### config.mk
export PLATFORM = sky130hd
export DESIGN_NAME = dds_ctrl
export DESIGN_NICKNAME = d
export VERILOG_FILES = /design/src/rtl/dds_pkg.sv /design/src/rtl/dds_sweep_step.sv /design/src/rtl/dds_ctrl.sv
export SDC_FILE = /design/constraint.sdc
export NUM_CORES = 1
export LEC_CHECK = 0
export CAP_MARGIN = 20
export CORE_ASPECT_RATIO = 0.5
export CORE_UTILIZATION = 40
export CTS_CLUSTER_DIAMETER = 80
export CTS_CLUSTER_SIZE = 16
export DETAILED_ROUTE_END_ITERATION = 12
export PLACE_DENSITY = 0.66
export SETUP_SLACK_MARGIN = 0.15
export SLEW_MARGIN = 20
export SYNTH_ARGS = -nofsm -noshare
export SYNTH_HDL_FRONTEND = slang
export SYNTH_SLANG_ARGS = --single-unit
### constraint.sdc
create_clock -name clk -period 3.2 [get_ports clk]
set_clock_uncertainty 0.15 [all_clocks]
set_input_delay 0.48 -clock clk [delete_from_list [all_inputs] [get_ports clk]]
set_output_delay 0.48 -clock clk [all_outputs]
set_load 0.02 [all_outputs]
### src/rtl/dds_pkg.sv
// Shared definitions for the DDS sequencer and the DDS core.
package dds_pkg;

  localparam int DDS_WIDTH   = 10;
  localparam int DDS_MAX_AMP = 8;
  localparam int DDS_DWELL_W = 16;

  typedef enum logic [1:0] {
    IDLE  = 2'd0,
    LOAD  = 2'd1,
    SWEEP = 2'd2
  } dds_ctrl_state_t;

endpackage

### src/rtl/dds_sweep_step.sv
// Sweep stepper: dwell timer, widened frequency adder and end-of-sweep compare.
module dds_sweep_step #(
  parameter int FREQ_W  = 5,
  parameter int DWELL_W = 16
) (
  input  logic               clk,
  input  logic               res,
  input  logic               load,
  input  logic               run,
  input  logic [DWELL_W-1:0] dwell,
  input  logic [FREQ_W-1:0]  f_step,
  input  logic [FREQ_W-1:0]  f_stop,
  input  logic [FREQ_W-1:0]  freq,
  output logic               step_tick,
  output logic               step_last,
  output logic [FREQ_W-1:0]  freq_next
);

  logic [DWELL_W-1:0] cnt_reg;
  logic [DWELL_W-1:0] cnt_next;
  logic [DWELL_W-1:0] reload_reg;
  logic [DWELL_W-1:0] reload_next;
  logic [FREQ_W-1:0]  step_reg;
  logic [FREQ_W-1:0]  stop_reg;
  logic [FREQ_W:0]    sum;

  // A dwell of 0 behaves like 1: the counter reloads to 0 and ticks every cycle.
  always_comb begin
    reload_next = (dwell == '0) ? '0 : dwell - DWELL_W'(1);
    cnt_next    = (cnt_reg == '0) ? reload_reg : cnt_reg - DWELL_W'(1);
  end

  always_ff @(posedge clk) begin
    if (res) begin
      cnt_reg    <= '0;
      reload_reg <= '0;
      step_reg   <= '0;
      stop_reg   <= '0;
    end else if (load) begin
      cnt_reg    <= reload_next;
      reload_reg <= reload_next;
      step_reg   <= f_step;
      stop_reg   <= f_stop;
    end else if (run) begin
      cnt_reg    <= cnt_next;
    end
  end

  // One extra bit so the next value never wraps below f_stop.
  assign sum       = {1'b0, freq} + {1'b0, step_reg};
  assign step_tick = run && (cnt_reg == '0);
  assign step_last = (step_reg != '0) && (sum > {1'b0, stop_reg});
  assign freq_next = sum[FREQ_W-1:0];

endmodule

### src/rtl/dds_ctrl.sv
// DDS sequencer: waveform table load, frequency sweeps, amplitude register and DDS reset.
module dds_ctrl
  import dds_pkg::*;
#(
  parameter int WIDTH   = DDS_WIDTH,
  parameter int MAX_AMP = DDS_MAX_AMP,
  parameter int FREQ_W  = WIDTH / 2,
  parameter int DWELL_W = DDS_DWELL_W
) (
  input  logic               clk,
  input  logic               res,
  input  logic               cmd_load,
  input  logic               ld_valid,
  input  logic [MAX_AMP-1:0] ld_data,
  output logic               ld_ready,
  input  logic               sweep_start,
  input  logic               sweep_repeat,
  input  logic [FREQ_W-1:0]  f_start,
  input  logic [FREQ_W-1:0]  f_stop,
  input  logic [FREQ_W-1:0]  f_step,
  input  logic [DWELL_W-1:0] dwell,
  input  logic               amp_wr,
  input  logic [MAX_AMP-1:0] amp_in,
  input  logic               abort,
  output logic               busy,
  output logic               done,
  output logic               dds_res_n,
  output logic               dds_ram_wr,
  output logic [WIDTH-1:0]   dds_ram_addr,
  output logic [MAX_AMP-1:0] dds_ram_data,
  output logic [FREQ_W-1:0]  dds_freq,
  output logic [MAX_AMP-1:0] dds_amp
);

  dds_ctrl_state_t    state_reg, state_next;
  logic [WIDTH-1:0]   addr_reg, addr_next;
  logic [FREQ_W-1:0]  start_reg, start_next;
  logic               repeat_reg, repeat_next;
  logic               ld_ready_reg, ld_ready_next;
  logic               busy_reg, busy_next;
  logic               done_reg, done_next;
  logic               res_n_reg, res_n_next;
  logic               ram_wr_reg, ram_wr_next;
  logic [WIDTH-1:0]   ram_addr_reg, ram_addr_next;
  logic [MAX_AMP-1:0] ram_data_reg, ram_data_next;
  logic [FREQ_W-1:0]  freq_reg, freq_next;
  logic [MAX_AMP-1:0] amp_reg, amp_next;

  logic               sweep_go;
  logic               step_tick;
  logic               step_last;
  logic [FREQ_W-1:0]  step_freq;

  dds_sweep_step #(
    .FREQ_W  (FREQ_W),
    .DWELL_W (DWELL_W)
  ) u_step (
    .clk       (clk),
    .res       (res),
    .load      (sweep_go),
    .run       (state_reg == SWEEP),
    .dwell     (dwell),
    .f_step    (f_step),
    .f_stop    (f_stop),
    .freq      (freq_reg),
    .step_tick (step_tick),
    .step_last (step_last),
    .freq_next (step_freq)
  );

  always_comb begin
    state_next    = state_reg;
    addr_next     = addr_reg;
    start_next    = start_reg;
    repeat_next   = repeat_reg;
    ld_ready_next = ld_ready_reg;
    done_next     = 1'b0;
    res_n_next    = res_n_reg;
    ram_wr_next   = 1'b0;
    ram_addr_next = ram_addr_reg;
    ram_data_next = ram_data_reg;
    freq_next     = freq_reg;
    amp_next      = amp_wr ? amp_in : amp_reg;
    sweep_go      = 1'b0;

    if (abort) begin
      state_next    = IDLE;
      ld_ready_next = 1'b0;
      res_n_next    = 1'b1;
    end else begin
      case (state_reg)
        IDLE: begin
          res_n_next = 1'b1;
          if (cmd_load) begin
            state_next    = LOAD;
            ld_ready_next = 1'b1;
            res_n_next    = 1'b0;
            addr_next     = '0;
          end else if (sweep_start) begin
            sweep_go    = 1'b1;
            state_next  = SWEEP;
            freq_next   = f_start;
            start_next  = f_start;
            repeat_next = sweep_repeat;
          end
        end
        LOAD: begin
          // ld_ready low inside LOAD marks the closing cycle after the last write.
          if (ld_ready_reg) begin
            if (ld_valid) begin
              ram_wr_next   = 1'b1;
              ram_addr_next = addr_reg;
              ram_data_next = ld_data;
              addr_next     = addr_reg + WIDTH'(1);
              if (addr_reg == {WIDTH{1'b1}}) begin
                ld_ready_next = 1'b0;
              end
            end
          end else begin
            state_next = IDLE;
            done_next  = 1'b1;
            res_n_next = 1'b1;
          end
        end
        SWEEP: begin
          if (step_tick) begin
            if (!step_last) begin
              freq_next = step_freq;
            end else if (repeat_reg) begin
              freq_next = start_reg;
            end else begin
              state_next = IDLE;
              done_next  = 1'b1;
            end
          end
        end
        default: begin
          state_next = IDLE;
        end
      endcase
    end

    busy_next = (state_next != IDLE);
  end

  always_ff @(posedge clk) begin
    if (res) begin
      state_reg    <= IDLE;
      addr_reg     <= '0;
      start_reg    <= '0;
      repeat_reg   <= 1'b0;
      ld_ready_reg <= 1'b0;
      busy_reg     <= 1'b0;
      done_reg     <= 1'b0;
      res_n_reg    <= 1'b0;
      ram_wr_reg   <= 1'b0;
      ram_addr_reg <= '0;
      ram_data_reg <= '0;
      freq_reg     <= '0;
      amp_reg      <= '0;
    end else begin
      state_reg    <= state_next;
      addr_reg     <= addr_next;
      start_reg    <= start_next;
      repeat_reg   <= repeat_next;
      ld_ready_reg <= ld_ready_next;
      busy_reg     <= busy_next;
      done_reg     <= done_next;
      res_n_reg    <= res_n_next;
      ram_wr_reg   <= ram_wr_next;
      ram_addr_reg <= ram_addr_next;
      ram_data_reg <= ram_data_next;
      freq_reg     <= freq_next;
      amp_reg      <= amp_next;
    end
  end

  assign ld_ready     = ld_ready_reg;
  assign busy         = busy_reg;
  assign done         = done_reg;
  assign dds_res_n    = res_n_reg;
  assign dds_ram_wr   = ram_wr_reg;
  assign dds_ram_addr = ram_addr_reg;
  assign dds_ram_data = ram_data_reg;
  assign dds_freq     = freq_reg;
  assign dds_amp      = amp_reg;

endmodule

**Word level (Yosys, flattened, before mapping)**

Index checks and enable logic that the tools add are counted.

- Eq/ne operators: 11
- Magnitude comparators: 1
- $add $sub $neg: 4
- Mux-type cells: 41
- Bitwise gates (word level): 4
- Reductions and logical operators: 19

Operators with widths:

| cell | count |
|---|---|
| 16-bit two-way mux | 4 |
| 16-bit logical NOT | 2 |
| 16-bit by 1-bit subtractor with 16-bit output (second input constant) | 2 |
| 10-bit two-way mux | 3 |
| 5-bit two-way mux | 5 |
| 10-bit one-hot mux with 2 select lines | 1 |
| 1-bit two-way mux | 16 |
| 2-bit two-way mux | 7 |
| 2-bit inequality test (second input constant) | 6 |
| 10-bit by 1-bit adder with 10-bit output (second input constant) | 1 |
| 10-bit == test (second input constant) | 1 |
| 5-bit one-hot mux with 2 select lines | 1 |
| 4-bit AND reduction | 2 |
| 2-bit nonzero test | 4 |
| 5-bit by 5-bit adder with 6-bit output | 1 |
| 6-bit by 5-bit greater-than comparator with 1-bit output | 1 |
| 3-bit inequality test (second input constant) | 2 |
| 1-bit one-hot mux with 2 select lines | 3 |
| 2-bit one-hot mux with 3 select lines | 1 |
| 6-bit AND reduction | 1 |
| 5-bit AND reduction | 1 |
| 5-bit nonzero test | 1 |
| 1-bit NOT | 4 |
| 2-bit AND reduction | 2 |
| other kinds (7) | 8 |

- Output and inout port bits: 36
- Bits of input ports: 55
- Bits in registers: 96

**Longest topological paths before layout**

Gate-level depths: netlist of the first run.

- Word-level depth: 8
- Depth in mapped cells: 13
- Mapped depth without buffers: 13

**By module**

From an unflattened synthesis of the first run, not the netlist that was laid out.

- Cell total of the unflattened synthesis: 608
- Area total of the unflattened synthesis: 5113.7 µm²

Modules (own cells, without submodules):

| module | cells each | instances | area an instance (µm²) | seq. area each (µm²) |
|---|---|---|---|---|
| dds_sweep_step | 343 | 1 | 2786.4 | 840.8 |
| dds_ctrl | 265 | 1 | 2327.2 | 1081.0 |

**Worst setup path after synthesis of the first run**

No wires, ideal clock.

- Path kind: register to register
- Start point: register freq_reg[0], in the netlist dds_freq[0]
- End point: register freq_reg[0], in the netlist dds_freq[0]
- Setup slack: -0.036 ns
- Period minus slack after synthesis: 3.236 ns
- Arrival: 3.014 ns
- Stages on the path, launching flop included: 14
- Path through: dfxtp_1 > ha_1 > inv_1 > fa_1 > nor2b_1 > o21a_1 > nor2_1 > xnor2_1 > ha_1 > mux2i_1 > a21o_2 > a2111oi_2 > or3_4 > mux2i_1

- Cells in the longest elaborated chain, start to end: 6
- Elaborated cells on any way between the ends: 8
- Those cells by class: 1 x add/sub; 1 x order compare; 1 x eq/ne; 3 x mux; 2 x reduce/logical

RTL lines:

| element | line | text |
|---|---|---|
| start, declared | dds_ctrl.sv:46 | `logic [FREQ_W-1:0] freq_reg, freq_next;` |
| start signal, assigned | dds_ctrl.sv:173 | `freq_reg <= freq_next;` |
| 5-bit by 5-bit adder with 6-bit output (*) | dds_sweep_step.sv:50 | `assign sum = {1'b0, freq} + {1'b0, step_reg};` |
| 6-bit by 5-bit greater-than comparator with 1-bit output | dds_sweep_step.sv:52 | `assign step_last = (step_reg != '0) && (sum > {1'b0, stop_reg});` |
| 1-bit logical AND | dds_sweep_step.sv:52 |  |
| 5-bit two-way mux | dds_ctrl.sv:127 | `if (!step_last) begin` |
| 5-bit two-way mux | dds_ctrl.sv:126 | `if (step_tick) begin` |
| 5-bit one-hot mux with 2 select lines | dds_ctrl.sv:91 | `case (state_reg)` |

Mark *: on every way between the ends. The rest lies on a longest branch, timed or not. The select of a mux whose other input is x is not followed.
A chain may end at the register's enable or synchronous reset.

**Final worst setup path of the first run**

- Start point: register u_step.step_reg[0]
- End point: register freq_reg[2], in the netlist dds_freq[2]

- Cells in the longest elaborated chain, start to end: 6
- Elaborated cells on any way between the ends: 9
- Those cells by class: 1 x add/sub; 1 x order compare; 1 x eq/ne; 3 x mux; 3 x reduce/logical

RTL lines:

| element | line | text |
|---|---|---|
| start, declared | dds_sweep_step.sv:23 | `logic [FREQ_W-1:0] step_reg;` |
| start signal, assigned | dds_sweep_step.sv:42 | `step_reg <= f_step;` |
| 5-bit by 5-bit adder with 6-bit output | dds_sweep_step.sv:50 |  |
| 6-bit by 5-bit greater-than comparator with 1-bit output | dds_sweep_step.sv:52 |  |
| 1-bit logical AND | dds_sweep_step.sv:52 |  |
| 5-bit two-way mux | dds_ctrl.sv:127 |  |
| 5-bit two-way mux | dds_ctrl.sv:126 |  |
| 5-bit one-hot mux with 2 select lines | dds_ctrl.sv:91 |  |

Parallel ways exist; a longest one is shown, timed or not. The select of a mux whose other input is x is not followed.

==> key figures, run 1 <==
Outcome
  – Status: complete, no violations

Timing
  – Final hold viol count: 0
  – Highest clock rate: roughly 320 MHz
  – Final worst setup slack: 0.05426 ns
  – Final setup viols: 0
  – Fin. max-slew vios: 0
  – Worst-Margin Slew: approximately 0.63 ns
  – Final Cycle Share: 98.30%
  – Unrepaired setup endpoints after global routing: yes
  – Min Clock Period, post-route: approximately 3.1 ns
  – Worst rel slew slack: 57.71%

Clock network
  – Worst-skew pair later-pin latency: 0.35 ns
  – Total CTS buffers: 9
  – CTS tree: built
  – Max Buffers Root-to-Sink: 2
  – Hold_buf cts: 0
  – CTS root buffer: clkbuf_16
  – H-Tree Depth: 3
  – Sink Count: 96
  – Clock-pin slew on the worst setup and hold paths: roughly 0.07 ns

Routing
  – Drt pass-1 iters: 4
  – Via count: roughly 4.7k
  – DR WL/cell: around 15 um
  – First DRT Iteration DRCs: approximately 310
  – Post-Route WL: 13.19 mm
  – # DRC: 0
  – Vias/cell: around 5.2
  – Antenna Nets Post-Route: 0

Final layout
  – Layout cells sized above 1: roughly an eighth
  – Final Instance Area: roughly 6700 um^2
  – Area occupied by multi-input gates: approximately 3000 um^2
  – Layout Cells excl Fill: around 910
  – Register Area: slightly below 2000 um^2
  – Fillers: ~1.1k
  – N_diodes: 0
  – P&R area growth vs syn: 33.72%
  – Final-stage net count: 813

Yosys
  – Synthesized cell area: roughly 5000 um^2
  – Cell variety after synth: 63
  – Syn_area_per_cell: ~8 um^2
  – Post-synth EDFFs: 0
  – Sequential area share after synthesis: a little under two fifths
  – Most used flip-flop cell after synthesis: dfxtp_1
  – Cells after Synth: between 600 and 700
  – Yosys warns: 0
  – Ys async rst share: 0%
  – Yosys reg bits: 96
  – Syn Nets: approximately 700

Critical path
  – Worst endpoint required time: around 3.3 ns
  – Critical path startpoint: u_step.step_reg[0]$_SDFFE_PP0P_
  – CP endpoint: dds_freq[2]$_SDFFE_PP0P_
  – FF-to-FF path depth: 14
  – Max Fanout on Critical Path: 5
  – Reg-to-Reg End: dds_freq[2]$_SDFFE_PP0P_
  – CP endpoint kind: flip-flop
  – CP Launch Type: flip-flop
  – R2R setup slack: between 0.05 and 0.06 ns
  – CP arrival: ~3.3 ns
  – Setup CP Type: flip-flop to flip-flop
  – Reg-to-Reg Start: u_step.step_reg[0]$_SDFFE_PP0P_

Placement
  – Pre-CTS WS: -0.1520 ns
  – Placed inst area: slightly above 6000 um^2
  – Post-DP HPWL: about 9.4 mm
  – Placed insts: 876
  – IO Port Bufs: 90
  – Gpl congestion: between 0.8 and 0.9

Floorplanning
  – Full die area: 13010 um^2
  – Io pins: about 90
  – Die H: 81.16 um
  – Initial Util: a little over two fifths
  – Chip width: 160.3 um
  – Core Region: 12020 um^2
  – # rows: 28

Power and ir drop
  – Pleak: roughly 2.5 nW
  – VDD IR max: ~0.21 mV
  – Power Density: between 400 and 500 nW/um^2

Job
  – Max Cap Viol: 0

Worst hold path
  – Min-delay src: dds_ram_data[5]$_SDFFE_PP0P_
  – Worst hold path class: flip-flop to flip-flop

Global routing
  – Grt ovf: 0
  – Largest net degree at the start of global routing: 53
  – Initial antenna violation count: 0
  – GR Util All Layers: between 20% and 30%
  – Global-route wire length before repair: approximately 22 mm
  – Vias in the first global route: between 4k and 5k
==> synthesized netlist by cell type (3+ instances only) <==
| master | instances | area, um^2 |
|---|---|---|
| and3_1 | 3 | 18.77 |
| nand3b_1 | 3 | 22.52 |
| o211ai_1 | 6 | 45.04 |
| nor3_1 | 15 | 75.07 |
| nor2_1 | 65 | 244.0 |
| nand4b_1 | 4 | 35.03 |
| a211o_1 | 3 | 26.28 |
| o41ai_1 | 5 | 43.79 |
| mux2i_1 | 13 | 130.1 |
| xnor2_1 | 17 | 148.9 |
| o22ai_1 | 4 | 25.02 |
| a311oi_1 | 3 | 26.28 |
| nor2b_1 | 4 | 25.02 |
| dfxtp_1 | 96 | 1922 |
| inv_1 | 20 | 75.07 |
| a21oi_1 | 73 | 365.4 |
| nand4_1 | 7 | 43.79 |
| nand2b_1 | 4 | 25.02 |
| o21ai_0 | 16 | 80.08 |
| nand3_1 | 11 | 55.05 |
| nand2_1 | 120 | 450.4 |
| o221a_2 | 3 | 33.78 |
| clkbuf_1 | 22 | 82.58 |
| ha_1 | 18 | 225.2 |
| a211oi_1 | 11 | 82.58 |
| o31ai_1 | 6 | 45.04 |
| nor4_1 | 9 | 56.30 |
| xor2_1 | 16 | 140.1 |
| buf_4 | 3 | 22.52 |
==> cell usage in the layout (no fill, tap or decap), drive strengths merged, types with 17 or more instances in the layout <==
cell type	instances
a21oi	73
buf	40
clkdlybuf4s50	89
dfxtp	96
ha	18
inv	21
nand2	121
nor2	65
o21ai	19
xnor2	17
==> per-stage QoR <==
| stage | utilization [%] | setup TNS [ns] | power (mW) | hold WS [ns] |
|---|---|---|---|---|
| after floorplan | - | 0 | 1.698 | 0.2819 |
| after global placement | 51.20 | 0 | 1.912 | 0.2913 |
| after detailed placement | 51.20 | -0.4772 | 1.920 | 0.2978 |
| after CTS | 54.97 | -0.01232 | 3.026 | 0.3071 |
| after global routing | 55.78 | -0.1393 | 3.180 | 0.3209 |
| final | 55.78 | 0 | 3.023 | 0.3047 |
==> worst max-delay path: stages, from the launching register on <==
cell and delay (ns):
dfxtp_2 0.35, ha_4 0.14, inv_2 0.04, fa_2 0.34, nor2b_2 0.11, o21a_1 0.13, nor2_2 0.05, xnor2_2 0.16
ha_1 0.31, mux2i_1 0.26, a21o_2 0.17, a2111oi_4 0.07, buf_4 0.18, or3_4 0.39, o41ai_2 0.20
==> layout make-up <==
| type | instances | share of cell area (%) |
|---|---|---|
| inverters | 21 | 1.176 |
| clock inverters | 6 | 1.027 |
| multi-input cells | 482 | 44.41 |
| flip-flops and latches | 96 | 28.77 |
| clock buffers | 10 | 3.416 |
| repair buffers | 129 | 18.13 |
| well taps | 165 | 3.080 |
==> metal layers <==
metal | GRT usage (%) | vias up | wire, um
met1 | 27.96 | 2192 | 6431
met2 | 35.22 | 116 | 5909
met4 | 6.286 | 0 | 146
met5 | 0 | - | 0
li1 | - | 2418 | -
met3 | 4.290 | 15 | 703
==> worst min-delay path by stage <==
stage / to / slack [ns] / cells after the start
final: dds_ram_data[5]$_SDFFE_PP0P_ / 0.30 / 2
after global routing: u_step.stop_reg[4]$_SDFFE_PP0P_ / 0.32 / 2
after CTS: u_step.stop_reg[4]$_SDFFE_PP0P_ / 0.31 / 2
after detailed placement: u_step.reload_reg[2]$_SDFFE_PP0P_ / 0.30 / 2
after global placement: dds_ram_data[1]$_SDFFE_PP0P_ / 0.29 / 2
after floorplan: u_step.reload_reg[13]$_SDFFE_PP0P_ / 0.28 / 2
==> where the power goes <==
group          internal (mW)  leakage [nW]  switching [mW]
combinational          0.317          1.55           0.360
clock                  0.610         0.143           0.463
sequential              1.24         0.782          0.0370
==> what timing repair did <==
item / CTS / global route
hold endpoints to repair: 0 / 0
pin swaps: 14 / 8
endpoints found under the setup margin: 9 / 9
buffers inserted: 15 / 2
resized for setup: 12 / 18
==> kinds of logic (layout without fill, tap and decap cells) <==
kind of cell | count (synthesis) | in the layout | synth area share [%]
compound gates | 151 | 151 | 19.35
fa+ha+maj | 19 | 19 | 4.893
simple gates | 265 | 265 | 24.16
xor+xnor | 33 | 33 | 5.766
buf+inv | 50 | 166 | 4.668
flops | 96 | 96 | 38.34
mux | 14 | 14 | 2.821
No activity file was read; power rests on OpenSTA's default activity.
==> run 2: changes to the inputs <==
--- a/constraint.sdc
+++ b/constraint.sdc
@@ -3,3 +3,3 @@
 set_input_delay 0.48 -clock clk [delete_from_list [all_inputs] [get_ports clk]]
 set_output_delay 0.48 -clock clk [all_outputs]
-set_load 0.02 [all_outputs]
+set_load 0.1 [all_outputs]
==> run 2 against run 1 <==
Critical endpoint is now dds_freq[0]$_SDFFE_PP0P_. Worst setup slack worse by 0.091 ns. Worst hold slack worse by 0.0012 ns. Via count is 0.67% higher. Register-to-register slack worse by 0.09 ns. Combinational power is 8.7% higher. The flow now finishes with violations (negative setup slack). Largest cell class unchanged.
==> key figures, run 2 (synthesis results as in run 1) <==
Job
  – Max Cap Viol: 0 (unchanged)

Final layout
  – P&R area growth vs syn: 30.28%
  – Area occupied by multi-input gates: 2955 um^2 (-0.71%)
  – Fillers: 1157 (+3.9%)
  – Register Area: 1939 um^2 (+0.58%)
  – N_diodes: 0 (unchanged)
  – Commonest cells after routing, fill and taps aside: nand2_1, dfxtp_1, a21oi_1, buf_4, nor2_1
  – Commonest non-fill, non-tap cell in the layout: nand2_1
  – Final Instance Area: 6530 um^2 (-2.6%)
  – Layout cells sized above 1: 16.82% (+3.8 points)
  – Final-stage net count: 806 (-0.86%)
  – Layout Cells excl Fill: 902 (-0.77%)

Floorplanning
  – Io pins: 91 (unchanged)
  – Chip width: 160.3 um (unchanged)
  – # rows: 28 (unchanged)
  – Die H: 81.16 um (unchanged)
  – Full die area: 13010 um^2 (unchanged)
  – Core Region: 12020 um^2 (unchanged)
  – Initial Util: 41.71% (unchanged)

Clock network
  – Total CTS buffers: 9 (unchanged)
  – CTS tree: built
  – CTS root buffer: clkbuf_16
  – Worst-skew pair later-pin latency: 0.35 ns (about the same)
  – Sink Count: 96 (unchanged)
  – Clock-pin slew on the worst setup and hold paths: 0.07 ns (about the same)
  – H-Tree Depth: 3 (unchanged)
  – Max Buffers Root-to-Sink: 2 (unchanged)

Placement
  – Placed insts: 872 (-0.46%)
  – IO Port Bufs: 90 (unchanged)
  – Placed inst area: 6056 um^2 (-1.6%)
  – Gpl congestion: 0.8700 (+2.5%)
  – Post-DP HPWL: 9.489 mm (+1.4%)

Outcome
  – Failing checks: negative setup slack
  – Status: complete, but fails checks

Timing
  – Fin. max-slew vios: 0 (unchanged)
  – Highest clock rate: 309.0 MHz (-2.8%)
  – Final Cycle Share: 101.1% (+2.8 points)
  – Final TNS setup: -0.07960 ns (-0.07960 ns)
  – Final worst setup slack: -0.03625 ns (-0.09051 ns)
  – Final setup viols: 3 (+3)
  – Min Clock Period, post-route: 3.236 ns (+0.09051 ns)
  – Worst-Margin Slew: 0.8781 ns (+0.2479 ns)
  – Final hold viol count: 0 (unchanged)
  – Worst rel slew slack: 41.15% (-17 points)
  – Unrepaired setup endpoints after global routing: yes

Power and ir drop
  – VDD IR max: 0.2660 mV (+26%)
  – Power Density: 473.7 nW/um^2 (+5.0%)
  – Pleak: 2.471 nW (-0.16%)

Global routing
  – Initial antenna violation count: 0 (unchanged)
  – Grt ovf: 0 (unchanged)
  – GR Util All Layers: 20.78% (-0.38 points)
  – Largest net degree at the start of global routing: 37 (-30%)
  – Vias in the first global route: 4399 (-3.8%)
  – Global-route wire length before repair: 21.48 mm (-3.2%)

Critical path
  – Crit path buf inv count: 2 (unchanged)
  – CP Launch Type: flip-flop
  – CP arrival: 3.36 ns (+0.11 ns)
  – Setup CP Type: flip-flop to flip-flop
  – CP Cell Sequence: ha_4 > inv_2 > fa_2 > nor2b_1 > o21a_1 > nor2_1 > xnor2_1 > ha_1 > mux2i_2 > buf_4 > a21oi_2 > nor3_1 > or4_1 > mux2i_1
  – Max Fanout on Critical Path: 4 (-1)
  – Worst endpoint required time: 3.32 ns (+0.02 ns)
  – CP top delay family: adder cells
  – CP endpoint kind: flip-flop
  – Slowest stage delay, CP: 0.50 ns (+0.11 ns)
  – Crit-path slowest cell: or4_1

Routing
  – DR WL/cell: 14.68 um (+1.2%)
  – First DRT Iteration DRCs: 324 (+5.2%)
  – Via count: 4773 (+0.67%)
  – Vias/cell: 5.292 (+1.5%)
  – Post-Route WL: 13.24 mm (+0.39%)
  – Drt pass-1 iters: 4 (unchanged)
  – # DRC: 0 (unchanged)
  – Antenna Nets Post-Route: 0 (unchanged)

Worst hold path
  – Worst hold path class: flip-flop to flip-flop
[run 2: changes by cell type in the layout (fill, tap and decap cells not counted), moves of 2 or more]
cell,previous run,this run
clkdlybuf4s50_1,89,53
buf_4,32,66
buf_6,7,2
dfxtp_1,93,90
dfxtp_4,1,4
clkinv_4,2,0
clkinvlp_4,1,3
o311ai_1,2,0
o311ai_4,0,2
xnor2_1,15,17
xnor2_2,2,0
[run 2: through the flow]
stage | power (mW) | util (%) | hold WS (ns) | setup slack (ns)
after floorplan | 1.775 | - | 0.2819 | 0.05831
after global placement | 1.975 | 50.40 | 0.2907 | 0.1392
after detailed placement | 1.983 | 50.40 | 0.2960 | 0.02792
after CTS | 3.098 | 53.99 | 0.3053 | 0.1351
after global routing | 3.231 | 54.34 | 0.3187 | -0.1550
final | 3.093 | 54.34 | 0.3035 | -0.03625
[run 2: final cells by class]
type                       count  area share (%)
timing repair buffer         122           16.13
tap                          165           3.162
sequential                    96           29.70
clock buffer                   9           3.449
inverter                      21           1.207
clock inverter                 7           1.092
multi-input combinational    482           45.26
[run 2: path summary, 6_finish.rpt]
check | startpoint | end | slack, ns | depth (start not counted)
max | u_step.step_reg[0]$_SDFFE_PP0P_ | dds_freq[0]$_SDFFE_PP0P_ | -0.04 | 14
min | dds_ram_data[4]$_SDFFE_PP0P_ | dds_ram_data[4]$_SDFFE_PP0P_ | 0.30 | 2
max reg2reg | u_step.step_reg[0]$_SDFFE_PP0P_ | dds_freq[0]$_SDFFE_PP0P_ | -0.04 | 14
min reg2reg | dds_ram_data[4]$_SDFFE_PP0P_ | dds_ram_data[4]$_SDFFE_PP0P_ | 0.30 | 2
[run 2: per-layer routing]
layer / part of all wire [%] / GRT usage [%]
met5: 0 / 0
met4: 1.4 / 5.238
met3: 4.8 / 4.648
met2: 44 / 34.52
met1: 50 / 27.57
[run 2: tightest hold or removal path, stage by stage, from the launching register on]
cell,delay [ns]
dfxtp_1,0.31
nand2_1,0.05
a21oi_1,0.05
[run 2: what timing repair did]
action | in CTS | in global routing
gates resized for setup | 10 | 6
pin swaps | 7 | 8
setup endpoints to repair | 5 | 9
hold buffers | 0 | 0
buffers inserted | 12 | 2
gates cloned | 0 | 0
[run 2: where the power goes]
part / switching [mW] / internal (mW) / total (mW)
sequential: 0.0387 / 1.23 / 1.27
clock: 0.479 / 0.606 / 1.08
combinational: 0.435 / 0.301 / 0.736
total: 0.953 / 2.14 / 3.09
